--- src/rtl/scan_decoder.sv ---
// SEL_W-to-2^SEL_W decoder with 74138-style enables and registered active-low outputs.
// Supports direct decode of select_i or an automatic scan with a programmable dwell and a blanking gap.
module scan_decoder #(
    parameter int SEL_W        = 3,
    parameter int DWELL_W      = 8,
    parameter int BLANK_CYCLES = 1
) (
    input  logic                  clk_i,
    input  logic                  rst_i,
    input  logic                  g1_en_i,
    input  logic                  g2a_en_n_i,
    input  logic                  g2b_en_n_i,
    input  logic                  mode_i,
    input  logic [SEL_W-1:0]      select_i,
    input  logic [DWELL_W-1:0]    dwell_i,
    output logic [2**SEL_W-1:0]   yn_o,
    output logic [SEL_W-1:0]      active_idx_o,
    output logic                  wrap_o
);
    localparam int OUT_N   = 2**SEL_W;
    localparam int BLANK_W = $clog2(BLANK_CYCLES + 2);

    typedef enum logic [1:0] {IDLE, DIRECT, SCAN_ON, SCAN_BLANK} state_t;

    state_t             state_q, state_d;
    logic [OUT_N-1:0]   yn_d;
    logic [SEL_W-1:0]   idx_d, idx_inc;
    logic               wrap_d;
    logic [DWELL_W-1:0] dwell_cnt_q, dwell_cnt_d, dwell_load;
    logic [BLANK_W-1:0] blank_cnt_q, blank_cnt_d;
    logic               en;

    function automatic logic [OUT_N-1:0] decode_n(input logic [SEL_W-1:0] idx);
        decode_n = ~(OUT_N'(1) << idx);
    endfunction

    assign en         = g1_en_i & ~g2a_en_n_i & ~g2b_en_n_i;
    assign dwell_load = (dwell_i == '0) ? DWELL_W'(1) : dwell_i;
    // Index arithmetic wraps naturally at SEL_W bits, i.e. modulo OUT_N.
    assign idx_inc    = active_idx_o + SEL_W'(1);

    always_comb begin
        state_d     = state_q;
        yn_d        = yn_o;
        idx_d       = active_idx_o;
        wrap_d      = 1'b0;
        dwell_cnt_d = dwell_cnt_q;
        blank_cnt_d = blank_cnt_q;
        if (!en) begin
            state_d     = IDLE;
            yn_d        = '1;
            dwell_cnt_d = '0;
            blank_cnt_d = '0;
        end else if (!mode_i) begin
            state_d = DIRECT;
            yn_d    = decode_n(select_i);
            idx_d   = select_i;
        end else begin
            case (state_q)
                SCAN_ON: begin
                    if (dwell_cnt_q > DWELL_W'(1)) begin
                        dwell_cnt_d = dwell_cnt_q - DWELL_W'(1);
                    end else if (BLANK_CYCLES > 0) begin
                        state_d     = SCAN_BLANK;
                        yn_d        = '1;
                        blank_cnt_d = BLANK_W'(BLANK_CYCLES);
                    end else begin
                        yn_d        = decode_n(idx_inc);
                        idx_d       = idx_inc;
                        dwell_cnt_d = dwell_load;
                        wrap_d      = (idx_inc == '0);
                    end
                end
                SCAN_BLANK: begin
                    if (blank_cnt_q > BLANK_W'(1)) begin
                        blank_cnt_d = blank_cnt_q - BLANK_W'(1);
                    end else begin
                        state_d     = SCAN_ON;
                        yn_d        = decode_n(idx_inc);
                        idx_d       = idx_inc;
                        dwell_cnt_d = dwell_load;
                        wrap_d      = (idx_inc == '0);
                    end
                end
                // Entry from IDLE or DIRECT always restarts at index 0 with no wrap.
                default: begin
                    state_d     = SCAN_ON;
                    yn_d        = decode_n('0);
                    idx_d       = '0;
                    dwell_cnt_d = dwell_load;
                    blank_cnt_d = '0;
                end
            endcase
        end
    end

    always_ff @(posedge clk_i) begin
        if (rst_i) begin
            state_q      <= IDLE;
            yn_o         <= '1;
            active_idx_o <= '0;
            wrap_o       <= 1'b0;
            dwell_cnt_q  <= '0;
            blank_cnt_q  <= '0;
        end else begin
            state_q      <= state_d;
            yn_o         <= yn_d;
            active_idx_o <= idx_d;
            wrap_o       <= wrap_d;
            dwell_cnt_q  <= dwell_cnt_d;
            blank_cnt_q  <= blank_cnt_d;
        end
    end
endmodule

--- config.mk ---
export PLATFORM = sky130hd
export DESIGN_NAME = scan_decoder
export DESIGN_NICKNAME = d
export VERILOG_FILES = /design/src/rtl/scan_decoder.sv
export SDC_FILE = /design/constraint.sdc
export NUM_CORES = 1
export LEC_CHECK = 0
export CAP_MARGIN = 30
export CORE_ASPECT_RATIO = 1.4
export CORE_UTILIZATION = 35
export CTS_CLUSTER_SIZE = 14
export DETAILED_ROUTE_END_ITERATION = 12
export GPL_ROUTABILITY_DRIVEN = 0
export GPL_TIMING_DRIVEN = 0
export PLACE_DENSITY = 0.67
export SLEW_MARGIN = 20
export SYNTH_ARGS = -nofsm -noshare
export SYNTH_HDL_FRONTEND = slang
export SYNTH_SLANG_ARGS = --single-unit
--- constraint.sdc ---
create_clock -name clk_i -period 2.2 [get_ports clk_i]
set_clock_uncertainty 0.1 [all_clocks]
set_input_delay 0.66 -clock clk_i [delete_from_list [all_inputs] [get_ports clk_i]]
set_output_delay 0.66 -clock clk_i [all_outputs]
set_load 0.01 [all_outputs]
==> summary.txt, run 1 <==
Final layout
  • Fill cells: 433
  • NumNets Final: 248
  • Cell Count, Final, Fillers Out: 281
  • Final instance area: 0.002009 sq mm
  • Highest-count cells in the layout ignoring fill and taps: clkdlybuf4s50_1 (28), dfxtp_1 (24), nand3_1 (14)
  • Share of cells above drive strength 1: roughly an eighth
  • Inserted Diodes: 0
  • Area delta synth->final: 30.04%
  • Most common cell after layout, fill and taps aside: clkdlybuf4s50_1

Place
  • Pre-CTS setup slack: -0.4033 ns
  • Inst Count DP: 279
  • Final HPWL DP: 2903 um
  • PortBufs: 28
  • Placement Cell Area: 0.001901 sq mm

STA
  • Fmax: 0.4758 GHz
  • Endpoints failing setup: 0
  • Crit path time final: approximately 2.1 ns
  • Slew @ Worst Pin: 0.6684 ns
  • Setup TNS: 0 ns
  • Hold Violations, Final: 0
  • Relative slew slack: 55.10%
  • RSZ-0062 raised after global routing: false
  • Final period util: 95.53%
  • Fin worst setup slack: 0.09839 ns
  • Max Slew Vio Count: 0
  • Hold_ws: 0.3817 ns

Worst hold path
  • Hold_sp: yn_o[2]$_SDFFE_PP1P_
  • Hold Path Class: reg2reg
  • Worst hold path stage count: 2

Worst setup path
  • CP bufs+invs: 3
  • Cells on worst reg2reg path: 7
  • R2r endpoint: yn_o[0]$_SDFFE_PP1P_
  • Worst-path maximum fanout: 10
  • CP max stage delay: 0.49 ns
  • CP Capture Type: flip-flop
  • CP Class: in2reg
  • CP startpoint: mode_i
  • Setup slack, reg-to-reg: 0.13 ns
  • CP cell instances: clkdlybuf4s50_1, buf_4, nand2_1, a21o_1, buf_2, o21ai_0, nand3_1
  • Worst path required time: 2.25 ns
  • Critical path's slowest cell: clkdlybuf4s50_1
  • Worst reg2reg path startpoint: dwell_cnt_q[0]$_SDFFE_PP0P_
  • Crit path DAT: 2.15 ns
  • Worst path depth: 7
  • Setup crit start kind: input pin
  • Setup crit end: yn_o[1]$_SDFFE_PP1P_
  • Cell family with most CP delay: buffers and inverters

Floorplanning
  • Die Height: around 81 um
  • Die area: 0.004688 sq mm
  • Top Ports: 29
  • Site Rows: 28
  • Core Box Area: 0.004239 sq mm
  • Die Wd: 58.16 um
  • Initial Util: 36.45%

GRT
  • Initial antenna violation count: 0
  • Largest net degree at the start of global routing: 13
  • Total GRT Usage: about 18%
  • Vias in the first global route: approximately 1.6k
  • First-pass GRT wire length: between 6000 and 7000 um
  • GRT overflow: 0

Logic synthesis
  • Xor and xnor fraction of the mapped netlist area: about 1.1%
  • Mux cell area share after synthesis: 0%
  • Main synth FF type: dfxtp_1
  • Area of the mapped netlist: 0.001545 sq mm
  • Seq cells post-synth: 24
  • Synth Area in Adders: 6.478%
  • Mapped Cells: 191
  • Post-Synth Simple-Gate Area: 29.55%
  • Synth async-reset ratio: 0%
  • Netlist cell types: 50
  • Top cell type's share of synthesized area: ~31%
  • Largest area contributor in the netlist: dfxtp_1
  • Largest family of logic cells by synthesized area: simple AND/OR/NAND/NOR gates
  • Syn avg cell area: 8.090 sq um
  • Syn_nets: 216
  • Yosys warns: 0
  • Register area share after synthesis: a little under a third
  • EDFF count, synth: 0
  • Compound-Gate Fraction of Synth Area: 25.99%
  • Synth area leaders: dfxtp_1 (31%), ha_1 (6.5%), nand3_1 (4.5%)

Job
  • Max Cap Violations: 0

Routing
  • Met1 WL: 1782 um
  • Post-route DRC: 0
  • WL met2: 1971 um
  • TritonRoute pass-1 iters: 4
  • DR iter-0 viols: between 100 and 150
  • WL met3: 137 um
  • Vias per cell: between 5 and 6
  • Max layer used: met4
  • Vias: roughly 1.6k
  • Avg WL per Cell: between 10 and 15 um
  • Drt total wl: a little under 4000 um
  • Antenna Nets Post-Route: 0

CTS
  • Post-CTS Hold Fix Bufs: 0
  • Later-pin clock latency in the skew report: 0.26 ns
  • Setup bufs post-CTS: 0
  • CTS tree: done
  • H-tree depth: 1
  • Max Buffers Root-to-Sink: 2
  • CTS buffer count: 3
  • Clock Sinks: 24
  • CTS root buf: clkbuf_8
  • Clk pin slew, worst setup/hold paths: 0.08 ns

Power
  • Cell leakage power: 0.6778 nW
  • Max VDD drop: 0.1748 mV
  • Power Density: 421.5 mW/mm^2

Run status
  • Status: completed
## worst min path at each step
| stage | end |
|---|---|
| 2_1_floorplan | dwell_cnt_q[4]$_SDFFE_PP0P_ |
| 3_3_place_gp | yn_o[4]$_SDFFE_PP1P_ |
| 3_5_place_dp | yn_o[6]$_SDFFE_PP1P_ |
| 4_1_cts | yn_o[2]$_SDFFE_PP1P_ |
| 5_1_grt | yn_o[5]$_SDFFE_PP1P_ |
| 6_report | yn_o[2]$_SDFFE_PP1P_ |
## kinds of logic (layout without fill, tap and decap cells)
| kind of cell | after synthesis | in the layout |
|---|---|---|
| AND/OR/NAND/NOR | 79 | 80 |
| AO/OA/AOI/OAI | 59 | 59 |
| flip-flops | 24 | 24 |
| buffers and inverters | 19 | 48 |
| adder cells (fa/ha/maj) | 8 | 8 |
| XOR/XNOR | 2 | 2 |
## cells in the mapped netlist (all sizes together), types with 2 or more instances
cell and number:
a2111oi 2, o31ai 4, or4 2, o21ai 11
ha 8, o32ai 2, nor4b 2, nor4 4
and2 2, dfxtp 24, nand4 3, a31oi 7
or2 2, inv 7, or3 2, nor2 10
nand2b 3, o211ai 2, clkbuf 7, nor2b 3
nand3 14, buf 5, a32oi 4, nor3 10
nor3b 2, a211o 3, nand2 10, a22oi 2
a211oi 2, a21oi 13, and3 6
## metrics by stage
stage / power [mW] / util (%)
floorplan: 0.5348 / -
global placement: 0.5998 / 44.83
detailed placement: 0.5991 / 44.83
CTS: 0.8548 / 46.31
global route: 0.8877 / 47.40
finish: 0.8470 / 47.40
## worst register-to-register path, stage by stage, from the launching register on
cell and delay, ns:
dfxtp_1 0.35, inv_1 0.08, ha_1 0.37, o21bai_4 0.14
or4_1 0.44, buf_6 0.16, a221oi_2 0.25, o21ai_1 0.07
## sequential cells by signal (all words and copies together) (netlist names)
| register | cells |
|---|---|
| wrap_o | 1 |
| yn_o | 8 |
| dwell_cnt_q | 8 |
| blank_cnt_q | 2 |
| state_q | 2 |
| active_idx_o | 3 |
## area by class of cell
| cell class | count | area [sq um] | share of cell area [%] |
|---|---|---|---|
| Inverter | 7 | 26.28 | 1.308 |
| Clock buffer | 3 | 41.29 | 2.055 |
| Multi-Input combinational cell | 149 | 1045 | 51.99 |
| Buffer | 10 | 61.31 | 3.051 |
| Timing Repair Buffer | 28 | 280.3 | 13.95 |
| Tap cell | 60 | 75.07 | 3.736 |
| Sequential cell | 24 | 480.5 | 23.91 |
## where the power goes
group / leakage, nW / switching, mW / internal (mW)
Clock: 0.0216 / 0.126 / 0.122
Sequential: 0.194 / 0.00730 / 0.440
Combinational: 0.462 / 0.0778 / 0.0739
## routing by layer
metal / vias to the layer above / track usage [%]
met5: - / 0
li1: 801 / -
met4: 0 / 7.143
met1: 760 / 21.93
met2: 46 / 32.99
met3: 10 / 1.771
## what timing repair did
item                       in CTS  in global routing
pin swaps                       0                  1
cloned                          0                  1
resized for setup               6                 12
setup endpoints to repair      18                 13
Power figures use the tool's default switching activity.
==> run 2, diff against run 1 <==
--- a/config.mk
+++ b/config.mk
@@ -8,6 +8,7 @@
 export CAP_MARGIN = 30
 export CORE_ASPECT_RATIO = 1.4
 export CORE_UTILIZATION = 35
+export CTS_CLUSTER_DIAMETER = 30
 export CTS_CLUSTER_SIZE = 14
 export DETAILED_ROUTE_END_ITERATION = 12
 export GPL_ROUTABILITY_DRIVEN = 0
==> results of run 2 <==
Final layout, timing and power as in run 1 (identical DEF).
==> run 3, diff against run 2 <==
--- a/config.mk
+++ b/config.mk
@@ -14,7 +14,8 @@
 export GPL_ROUTABILITY_DRIVEN = 0
 export GPL_TIMING_DRIVEN = 0
 export PLACE_DENSITY = 0.67
-export SLEW_MARGIN = 20
+export SETUP_SLACK_MARGIN = 0.02
+export SLEW_MARGIN = 10
 export SYNTH_ARGS = -nofsm -noshare
 export SYNTH_HDL_FRONTEND = slang
 export SYNTH_SLANG_ARGS = --single-unit
==> constraint.sdc (replaced) <==
create_clock -name clk_i -period 2.6 [get_ports clk_i]
set_clock_uncertainty 0.1 [all_clocks]
set_input_delay 0.78 -clock clk_i [delete_from_list [all_inputs] [get_ports clk_i]]
set_output_delay 0.78 -clock clk_i [all_outputs]
set_load 0.01 [all_outputs]
==> run 3 against run 2 <==
Compared with the run above: cell count is 0.36% higher; non-clock buffer count is 2 higher; worst setup slack better by 0.14 ns; global-route usage is 0.10 points lower; highest routed layer unchanged.
==> summary.txt, run 3 (synthesis gave the netlist of run 1 again) <==
Floorplanning
  • Core Box Area: about 0.0042 sq mm
  • Die Height: 80.62 um
  • Site Rows: 28
  • Die Wd: 58.16 um
  • Die area: roughly 0.0047 sq mm
  • Top Ports: 29
  • Initial Util: 36.45%

Routing
  • DR iter-0 viols: 98
  • Vias per cell: 5.695
  • Antenna Nets Post-Route: 0
  • Avg WL per Cell: 14.07 um
  • Post-route DRC: 0
  • TritonRoute pass-1 iters: 5
  • Vias: about 1.6k
  • Drt total wl: a little under 4000 um

Final layout
  • Final instance area: 0.001951 sq mm
  • Share of cells above drive strength 1: 8.559%
  • Area occupied by multi-input gates: 984.7 sq um
  • Area delta synth->final: 26.23%
  • NumNets Final: between 200 and 250
  • Fill cells: roughly 440
  • Most common cell after layout, fill and taps aside: clkdlybuf4s50_1
  • Highest-count cells in the layout ignoring fill and taps: clkdlybuf4s50_1 (28), dfxtp_1 (24), nand3_1 (14)
  • Sequential cell area: between 400 and 500 sq um
  • Inserted Diodes: 0
  • Biggest regs: dwell_cnt_q x8, yn_o x8, active_idx_o x3

CTS
  • Clock Sinks: 24
  • CTS buffer count: 3
  • Setup bufs post-CTS: 0
  • CTS tree: done
  • Later-pin clock latency in the skew report: approximately 0.26 ns
  • H-tree depth: 1
  • Clk pin slew, worst setup/hold paths: around 0.080 ns
  • CTS root buf: clkbuf_8
  • Max Buffers Root-to-Sink: 2

Place
  • Final HPWL DP: 2903 um
  • PortBufs: 28
  • Placement Cell Area: roughly 0.0019 sq mm

Power
  • Power Density: 365.8 mW/mm^2
  • Cell leakage power: 0.6606 nW
  • Max VDD drop: between 0.1 and 0.15 mV
  • Total power: ~710 uW

STA
  • Slew @ Worst Pin: 0.9051 ns
  • Final period util: 90.82%
  • Endpoints failing setup: 0
  • Fmax: 0.4235 GHz
  • Max Slew Vio Count: 0
  • Relative slew slack: 39.11%
  • Crit path time final: 2.361 ns
  • Hold Violations, Final: 0
  • RSZ-0062 raised after global routing: false

Worst setup path
  • Worst-path maximum fanout: 10
  • Setup crit start kind: input pin
  • Worst path required time: between 2 and 3 ns
  • Critical path's slowest cell: clkdlybuf4s50_1
  • Crit path DAT: 2.39 ns
  • CP Capture Type: flip-flop
  • CP Class: in2reg
  • CP max stage delay: a little under 0.5 ns
  • CP cell instances: clkdlybuf4s50_1, buf_4, o21ai_0, clkbuf_1, o31ai_1, a21oi_1
  • CP bufs+invs: 3
  • Cell family with most CP delay: buffers and inverters

GRT
  • Total GRT Usage: between 10% and 20%
  • Vias in the first global route: 1554
  • Largest net degree at the start of global routing: 13
  • GRT overflow: 0
  • Initial antenna violation count: 0
  • First-pass GRT wire length: 6824 um

Job
  • Max Cap Violations: 0

Worst hold path
  • Hold Path Class: reg2reg

Run status
  • Status: completed
[run 3: metrics by stage]
stage                     setup TNS (ns)  util (%)  std cells  hold slack (ns)  worst slack [ns]
after floorplan                        0         -        191           0.3603            0.6070
after global placement            -1.124     44.83        279           0.3738           -0.1331
after detailed placement          -1.106     44.83        279           0.3766           -0.1233
after CTS                              0     45.81        282           0.3879            0.1518
after global routing                   0     46.02        282           0.4113           0.03292
final                                  0     46.02        282           0.3815            0.2387
[run 3: repair_timing]
action                                  4_1_cts  5_1_grt
endpoints found under the hold margin         0        0
hold buffers                                  0        0
endpoints found under the setup margin        0        7
gates resized for setup                       0        2
[run 3: worst reg2reg max path: stages (launching register included)]
cell and delay [ns]:
dfxtp_1 0.38, inv_1 0.06, ha_1 0.16, nand2b_2 0.23, o21ai_0 0.54, clkbuf_1 0.44, a211o_1 0.18, nand4_1 0.09
[run 3: report_power, final]
group | switching [mW] | total, mW | internal (mW)
Sequential | 0.00627 | 0.379 | 0.372
Combinational | 0.0625 | 0.122 | 0.0593
Clock | 0.110 | 0.213 | 0.103
[run 3: final cells by class]
cell class / instances / share of cell area (%)
repair buffers: 28 / 14.37
flip-flops and latches: 24 / 24.63
inverters: 7 / 1.347
well taps: 60 / 3.849
plain buffers: 12 / 3.207
multi-input cells: 148 / 50.48
clock buffers: 3 / 2.117
[run 3: path summary, 6_finish.rpt]
check	slack, ns	end	cells past startpoint	start
max	0.24	dwell_cnt_q[5]$_SDFFE_PP0P_	6	mode_i
min	0.38	yn_o[2]$_SDFFE_PP1P_	2	yn_o[2]$_SDFFE_PP1P_
max reg2reg	0.31	yn_o[3]$_SDFFE_PP1P_	7	blank_cnt_q[1]$_SDFFE_PP0P_
min reg2reg	0.38	yn_o[2]$_SDFFE_PP1P_	2	yn_o[2]$_SDFFE_PP1P_
[run 3: routing by layer]
metal,track usage (%),wire (um),vias up
met1,22.03,1788,742
met5,0,0,-
li1,-,-,797
met3,1.771,158,13
met2,32.53,1928,54
met4,7.143,92,0
